**src/rtl/systolic_seq_ctrl.sv**
```systemverilog
// Job sequencer for an N x N systolic MAC array: clear, skewed operand feed, drain, single-cycle store.
// Defining SYS_CTRL_PERF_CNT_EN adds the perf_cycles busy-cycle counter output.
module systolic_seq_ctrl #(
    parameter int N  = 2,
    parameter int DW = 32,
    parameter int AW = 8,
    parameter int CW = 11,
    parameter int KW = 8
) (
    input  logic            clk,
    input  logic            rst_n,
    input  logic            start,
    input  logic            abort,
    input  logic [KW-1:0]   k_len,
    input  logic [AW-1:0]   a_base,
    input  logic [AW-1:0]   w_base,
    input  logic [CW-1:0]   c_slot,
    output logic            busy,
    output logic            done,
    output logic [N*AW-1:0] ram_a_addr,
    output logic [N-1:0]    ram_a_rden,
    output logic [N*AW-1:0] ram_w_addr,
    output logic [N-1:0]    ram_w_rden,
    input  logic [N*DW-1:0] ram_a_q,
    input  logic [N*DW-1:0] ram_w_q,
    output logic [N*DW-1:0] a_in,
    output logic [N*DW-1:0] w_in,
    output logic [N*N-1:0]  en_mult,
    output logic [N*N-1:0]  clr_mult,
    output logic [N*N-1:0]  en_accum,
    output logic [N*N-1:0]  clr_accum,
    output logic [CW-1:0]   ram_c_addr,
    output logic [N*N-1:0]  ram_c_wren
`ifdef SYS_CTRL_PERF_CNT_EN
    ,
    output logic [31:0]     perf_cycles
`endif
);
    localparam int TW = KW + $clog2(N) + 2;

    typedef enum logic [2:0] {
        S_IDLE, S_CLEAR, S_FEED, S_DRAIN, S_STORE, S_DONE
    } state_t;

    state_t          state_q, state_d;
    logic [TW-1:0]   t_q, t_d, k_ext_s;
    logic [KW-1:0]   k_q, k_d;
    logic [AW-1:0]   a_base_q, a_base_d, w_base_q, w_base_d;
    logic [CW-1:0]   c_slot_q, c_slot_d, c_addr_q, c_addr_d;
    logic            busy_q, busy_d, done_q, done_d, vld0_q, vld0_d;
    logic [N*AW-1:0] a_addr_q, a_addr_d, w_addr_q, w_addr_d;
    logic [N-1:0]    rden_q, rden_d;
    logic [N*N-1:0]  en_mult_q, en_mult_d, en_accum_q, en_accum_d;
    logic [N*N-1:0]  clr_q, clr_d, wren_q, wren_d;
    logic            kill_s, run_d_s;

    // Sequencing: state, job-relative time t and the operands latched on accept.
    always_comb begin
        state_d  = state_q;
        t_d      = t_q;
        k_d      = k_q;
        a_base_d = a_base_q;
        w_base_d = w_base_q;
        c_slot_d = c_slot_q;
        k_ext_s  = TW'(k_q);
        kill_s   = abort && (state_q != S_IDLE) && (state_q != S_DONE);
        if (kill_s) begin
            state_d = S_IDLE;
            t_d     = '0;
        end else begin
            case (state_q)
                S_IDLE: begin
                    t_d = '0;
                    if (start) begin
                        k_d      = k_len;
                        a_base_d = a_base;
                        w_base_d = w_base;
                        c_slot_d = c_slot;
                        state_d  = (k_len == '0) ? S_DONE : S_CLEAR;
                    end else begin
                        state_d = S_IDLE;
                    end
                end
                S_CLEAR: begin
                    t_d     = '0;
                    state_d = S_FEED;
                end
                S_FEED: begin
                    t_d = t_q + TW'(1);
                    if (t_q == k_ext_s - TW'(1)) state_d = S_DRAIN;
                    else                         state_d = S_FEED;
                end
                S_DRAIN: begin
                    t_d = t_q + TW'(1);
                    if (t_q == k_ext_s + TW'(2*N-1)) state_d = S_STORE;
                    else                             state_d = S_DRAIN;
                end
                S_STORE: state_d = S_DONE;
                S_DONE:  state_d = S_IDLE;
                default: state_d = S_IDLE;
            endcase
        end
    end

    // Outputs are decoded from the next state/time so the registered copies line up with it.
    always_comb begin
        run_d_s    = (state_d == S_FEED) || (state_d == S_DRAIN);
        busy_d     = (state_d != S_IDLE);
        done_d     = (state_d == S_DONE);
        rden_d     = {N{state_d == S_FEED}};
        clr_d      = {(N*N){state_d == S_CLEAR}};
        wren_d     = {(N*N){state_d == S_STORE}};
        c_addr_d   = (state_d == S_STORE) ? c_slot_q : '0;
        vld0_d     = rden_q[0] && !kill_s;
        en_accum_d = run_d_s ? en_mult_q : '0;
        a_addr_d   = '0;
        w_addr_d   = '0;
        en_mult_d  = '0;
        for (int i = 0; i < N; i++) begin
            a_addr_d[i*AW +: AW] = (state_d == S_FEED) ? a_base_q + AW'(t_d) : '0;
            w_addr_d[i*AW +: AW] = (state_d == S_FEED) ? w_base_q + AW'(t_d) : '0;
            for (int j = 0; j < N; j++) begin
                en_mult_d[i*N+j] = run_d_s && (t_d >= TW'(1+i+j)) && (t_d <= k_ext_s + TW'(i+j));
            end
        end
    end

`ifdef SYS_CTRL_PERF_CNT_EN
    logic [31:0] perf_q, perf_d;

    // Busy-cycle count: cleared on accept, saturating, frozen once the job leaves busy.
    always_comb begin
        if (state_q == S_IDLE && start) perf_d = 32'd0;
        else if (busy_q && perf_q != 32'hFFFF_FFFF) perf_d = perf_q + 32'd1;
        else perf_d = perf_q;
    end
    assign perf_cycles = perf_q;
`endif

    // Controller state and registered outputs.
    always_ff @(posedge clk or negedge rst_n) begin
        if (!rst_n) begin
            state_q    <= S_IDLE;
            t_q        <= '0;
            k_q        <= '0;
            a_base_q   <= '0;
            w_base_q   <= '0;
            c_slot_q   <= '0;
            busy_q     <= 1'b0;
            done_q     <= 1'b0;
            vld0_q     <= 1'b0;
            a_addr_q   <= '0;
            w_addr_q   <= '0;
            rden_q     <= '0;
            en_mult_q  <= '0;
            en_accum_q <= '0;
            clr_q      <= '0;
            wren_q     <= '0;
            c_addr_q   <= '0;
`ifdef SYS_CTRL_PERF_CNT_EN
            perf_q     <= 32'd0;
`endif
        end else begin
            state_q    <= state_d;
            t_q        <= t_d;
            k_q        <= k_d;
            a_base_q   <= a_base_d;
            w_base_q   <= w_base_d;
            c_slot_q   <= c_slot_d;
            busy_q     <= busy_d;
            done_q     <= done_d;
            vld0_q     <= vld0_d;
            a_addr_q   <= a_addr_d;
            w_addr_q   <= w_addr_d;
            rden_q     <= rden_d;
            en_mult_q  <= en_mult_d;
            en_accum_q <= en_accum_d;
            clr_q      <= clr_d;
            wren_q     <= wren_d;
            c_addr_q   <= c_addr_d;
`ifdef SYS_CTRL_PERF_CNT_EN
            perf_q     <= perf_d;
`endif
        end
    end

    // Lane i (A row i and W column i) is delayed by i registers; lane 0 is the RAM output gated by valid.
    for (genvar i = 0; i < N; i++) begin : g_skew
        if (i == 0) begin : g_direct
            assign a_in[DW-1:0] = vld0_q ? ram_a_q[DW-1:0] : '0;
            assign w_in[DW-1:0] = vld0_q ? ram_w_q[DW-1:0] : '0;
        end else begin : g_pipe
            logic [DW-1:0] a_pipe_q [i];
            logic [DW-1:0] a_pipe_d [i];
            logic [DW-1:0] w_pipe_q [i];
            logic [DW-1:0] w_pipe_d [i];
            logic [i-1:0]  v_q, v_d;

            // Shift operands one stage per cycle; abort drops every in-flight valid bit.
            always_comb begin
                v_d         = '0;
                a_pipe_d[0] = ram_a_q[i*DW +: DW];
                w_pipe_d[0] = ram_w_q[i*DW +: DW];
                v_d[0]      = vld0_q && !kill_s;
                for (int s = 1; s < i; s++) begin
                    a_pipe_d[s] = a_pipe_q[s-1];
                    w_pipe_d[s] = w_pipe_q[s-1];
                    v_d[s]      = v_q[s-1] && !kill_s;
                end
            end

            // Skew pipe registers.
            always_ff @(posedge clk or negedge rst_n) begin
                if (!rst_n) begin
                    v_q <= '0;
                    for (int s = 0; s < i; s++) begin
                        a_pipe_q[s] <= '0;
                        w_pipe_q[s] <= '0;
                    end
                end else begin
                    v_q <= v_d;
                    for (int s = 0; s < i; s++) begin
                        a_pipe_q[s] <= a_pipe_d[s];
                        w_pipe_q[s] <= w_pipe_d[s];
                    end
                end
            end

            assign a_in[i*DW +: DW] = v_q[i-1] ? a_pipe_q[i-1] : '0;
            assign w_in[i*DW +: DW] = v_q[i-1] ? w_pipe_q[i-1] : '0;
        end
    end

    assign busy       = busy_q;
    assign done       = done_q;
    assign ram_a_addr = a_addr_q;
    assign ram_w_addr = w_addr_q;
    assign ram_a_rden = rden_q;
    assign ram_w_rden = rden_q;
    assign en_mult    = en_mult_q;
    assign en_accum   = en_accum_q;
    assign clr_mult   = clr_q;
    assign clr_accum  = clr_q;
    assign ram_c_wren = wren_q;
    assign ram_c_addr = c_addr_q;

endmodule
```
**config.mk**
```make
export PLATFORM = sky130hd
export DESIGN_NAME = systolic_seq_ctrl
export DESIGN_NICKNAME = d
export VERILOG_FILES = /design/src/rtl/systolic_seq_ctrl.sv
export SDC_FILE = /design/constraint.sdc
export NUM_CORES = 1
export LEC_CHECK = 0
export BUFFER_PORTS_ARGS = -buffer_cell sky130_fd_sc_hd__buf_2
export CAP_MARGIN = 0
export CORE_AREA = 5 5 140 142
export DETAILED_ROUTE_END_ITERATION = 12
export DIE_AREA = 0 0 145 147
export PLACE_DENSITY = 0.78
export SLEW_MARGIN = 5
export SYNTH_ARGS = -nofsm -noshare
export SYNTH_HDL_FRONTEND = slang
export SYNTH_SLANG_ARGS = --single-unit
export TNS_END_PERCENT = 20
```
**constraint.sdc**
```tcl
create_clock -name clk -period 5.8 [get_ports clk]
set_input_delay 0 -clock clk [delete_from_list [all_inputs] [get_ports clk]]
set_output_delay 0 -clock clk [all_outputs]
set_load 0.03 [all_outputs]
```
==> impl_metrics.tcl <==
set metrics [dict create \
    multi_input_area_sq_um 3646 \
    setup_ws_post_layout_ns 2.324 \
    detail-route-antenna-nets 0 \
    cts_num_sinks 153 \
    globalplace.congestion 0.9092 \
    drive_above_1_share_pct 36.75 \
    clock_tree_from_tritoncts "done" \
    via_count_of_the_first_global_routing_pass 7182 \
    setup.worst_path.class "reg -> reg" \
    post-route-period-util_pct 59.93 \
    crit_path_max_fanout 25 \
    clkLatencyLatePin_ns 0.42 \
    yosys_top_cell_by_area "sky130_fd_sc_hd__dfrtp_1" \
    synth_warnings 0 \
    cts_max_path_buffers 2 \
    mostFrequentLayoutCell "sky130_fd_sc_hd__buf_2" \
    worst_hold_path_type "in -> reg" \
    setup.worst_path.end_class "register" \
    period_needed_ns 3.476 \
    slew_headroom_pct 33.45 \
    die_y_um 147 \
    post-cts-setup-buffers 0 \
    vias_per_cell 4.992 \
    async_flop_share_pct 100.0 \
    register_area_share_after_synthesis_pct 47.72 \
    yosys_most_used_dff "sky130_fd_sc_hd__dfrtp_1" \
    placement.io_buffers 363 \
    total_die_area_sq_um 21320 \
    synth_nets 969 \
    cts.hold.buffers_added 100 \
    crit_path_start_kind "register" \
    avgRoutedWirePerCell_um 18.03 \
    fin_util_pct 61.82 \
    fmax_mhz 287.7 \
    post_cts.resized_instances 0 \
    area.growth.synth_to_final_pct 41.24 \
    vias 7073 \
    clk_root_buffer_cell "sky130_fd_sc_hd__clkbuf_16" \
    pwr_density_cell_nw_per_um2 399.1 \
    grt.overflow.total 0 \
    total_power_mw 4.522 \
    worst_clock_skew_ns 0.01272 \
    ctsHtreeMaxLevel 4 \
    wire_length_of_the_first_global_routing_pass_mm 40.43 \
    placementRows 50 \
    drt-pass1-iter-count 5 \
    leakage_power_figure_nw 6.019 \
    path_clk_slew_ns 0.07 \
    setup_tns_ns 0 \
    gr-usage-all-layers_pct 23.58 \
    netlist.area_leader.share_pct 47.72 \
    initialDrtViolationCount 368 \
    timing.critical_path.arrival_ns 3.76 \
    synth-edff-count 0 \
    timing.final.setup_violations 0 \
    postRouteWirelength_mm 25.55 \
    vdd_drop_max_uv 213.5 \
    synth_area_sq_um 8023 \
    grt_max_degree 87 \
    timing_max_transition_violations_final 0 \
    grt_setup_unrepaired "no" \
    die_w_um 145 \
    place.detailed.hpwl_mm 18.28 \
    synthesis.area_per_instance_sq_um 10.63 \
    synth_area_leaders "sky130_fd_sc_hd__dfrtp_1, sky130_fd_sc_hd__and2_1, sky130_fd_sc_hd__ha_1" \
    number_of_buffers_created_by_cts 17 \
    worstPathRequired_ns 6.09 \
    layout.cells.most_common_list "sky130_fd_sc_hd__buf_2, sky130_fd_sc_hd__dfrtp_1, sky130_fd_sc_hd__and2_1, sky130_fd_sc_hd__dlygate4sd3_1, sky130_fd_sc_hd__ha_1" \
    layout.nets 1383 \
    yosys_register_bits 153 \
    number_of_maximum_capacitance_constraint_violations 0 \
    synth.lib_cells_used.distinct 65 \
    start_util_pct 43.77 \
    num-fill-cells 1433 \
    outcome "complete, no violations" \
    timing.final.hold_violations 0 \
    syn_inst 755 \
    ioPinCount 364 \
    ff_latch_area_sq_um 3829 \
    tightest_slew_ns 0.9982 \
    remaining_drc_errors 0 \
    place_worst_setup_slack_ns 2.408 \
    core_area_sq_um 18330 \
    grt_antenna_before_repair 3 \
]
[final cells by class]
type | instances | share of cell area [%]
Antenna cell | 2 | 0.04417
Clock inverter | 11 | 1.204
Inverter | 35 | 1.159
Timing Repair Buffer | 467 | 25.19
Multi-Input combinational cell | 495 | 32.18
Clock buffer | 20 | 3.854
Sequential cell | 153 | 33.79
Tap cell | 234 | 2.584
[layer usage]
layer | up-vias | global-route usage [%] | wire length (um)
met5 | - | 0 | 0
met1 | 3385 | 29.03 | 10110
met2 | 298 | 41.65 | 13300
met4 | 0 | 7.627 | 659
met3 | 52 | 4.596 | 1481
li1 | 3338 | - | -
[per-stage QoR]
stage | hold WS, ns | instances | instance area (sq um)
after detailed placement | 0.1094 | 1284 | 9752
final | 0.07900 | 1417 | 11330
after CTS | 0.05430 | 1415 | 11330
after global routing | 0.1162 | 1417 | 11330
after global placement | 0.1076 | 1284 | 9752
after floorplan | -0.2956 | 755 | 8023
[registers in the layout, summed over array words and instances (netlist names)]
register / flops
ram_a_addr: 8
w_base_q: 8
ram_c_addr: 11
ram_w_addr: 8
k_q: 8
g_skew.g_pipe.w_pipe_q: 32
en_accum: 3
ram_c_wren: 1
ram_a_rden: 1
g_skew.g_pipe.v_q: 1
a_base_q: 8
busy: 1
t_q: 11
state_q: 3
vld0_q: 1
en_mult: 3
clr_accum: 1
g_skew.g_pipe.a_pipe_q: 32
c_slot_q: 11
done: 1
[worst max-delay path, stage by stage, from the launching register on]
cell and delay (ns):
sky130_fd_sc_hd__dfrtp_1 0.54, sky130_fd_sc_hd__inv_1 0.14, sky130_fd_sc_hd__ha_1 0.31, sky130_fd_sc_hd__xnor2_1 0.25
sky130_fd_sc_hd__xnor2_1 0.14, sky130_fd_sc_hd__nor4b_1 0.29, sky130_fd_sc_hd__o2111ai_1 0.27, sky130_fd_sc_hd__o21ai_2 0.83
sky130_fd_sc_hd__or4b_4 0.56
[logic make-up (layout without fill, tap and decap cells)]
group                      Yosys count  after routing  synth area share [%]
buffers and inverters              107            533                 6.878
muxes                               31             31                 4.304
xor gates and xnor gates            45             45                 5.006
and+or+nand+nor                    280            280                 20.87
DFF                                153            153                 47.72
adders and majority gates           47             47                 7.517
AOI/OAI and AO/OA                   92             92                 7.704
other                                0              2                     0
[power breakdown]
part | leakage [nW] | total (mW) | switching (mW) | internal (mW)
sequential | 1.90 | 1.45 | 0.196 | 1.25
clock | 0.278 | 1.10 | 0.461 | 0.642
combinational | 3.84 | 1.97 | 1.22 | 0.750
[synth_stat cells, drive strengths merged, types with 6 or more instances]
cell,n
a21o,10
a21oi,15
and2,143
buf,44
clkbuf,28
dfrtp,153
ha,45
inv,35
mux2,28
nand2,27
nand2b,6
nand3,8
nor2,21
nor2b,7
nor3,24
nor4,9
o21ai,21
o21bai,6
xnor2,31
xor2,14
[path summary, 6_finish.rpt]
kind	from	endpoint	slack (ns)	cells after the start
hold reg to reg	c_slot_q[1]$_DFFE_PN0P_	ram_c_addr[1]$_DFF_PN0_	0.47	1
setup reg to reg	k_q[0]$_DFFE_PN0P_	busy$_DFF_PN0_	2.32	8
max in group asynchronous	rst_n	t_q[2]$_DFF_PN0_	4.23	3
min in group asynchronous	rst_n	ram_a_addr[13]$_DFF_PN0_	0.22	2
setup / recovery	k_q[0]$_DFFE_PN0P_	busy$_DFF_PN0_	2.32	8
hold / removal	abort	g_skew[1].g_pipe.v_q$_DFF_PN0_	0.08	3
(Power assumes the default switching activity.)
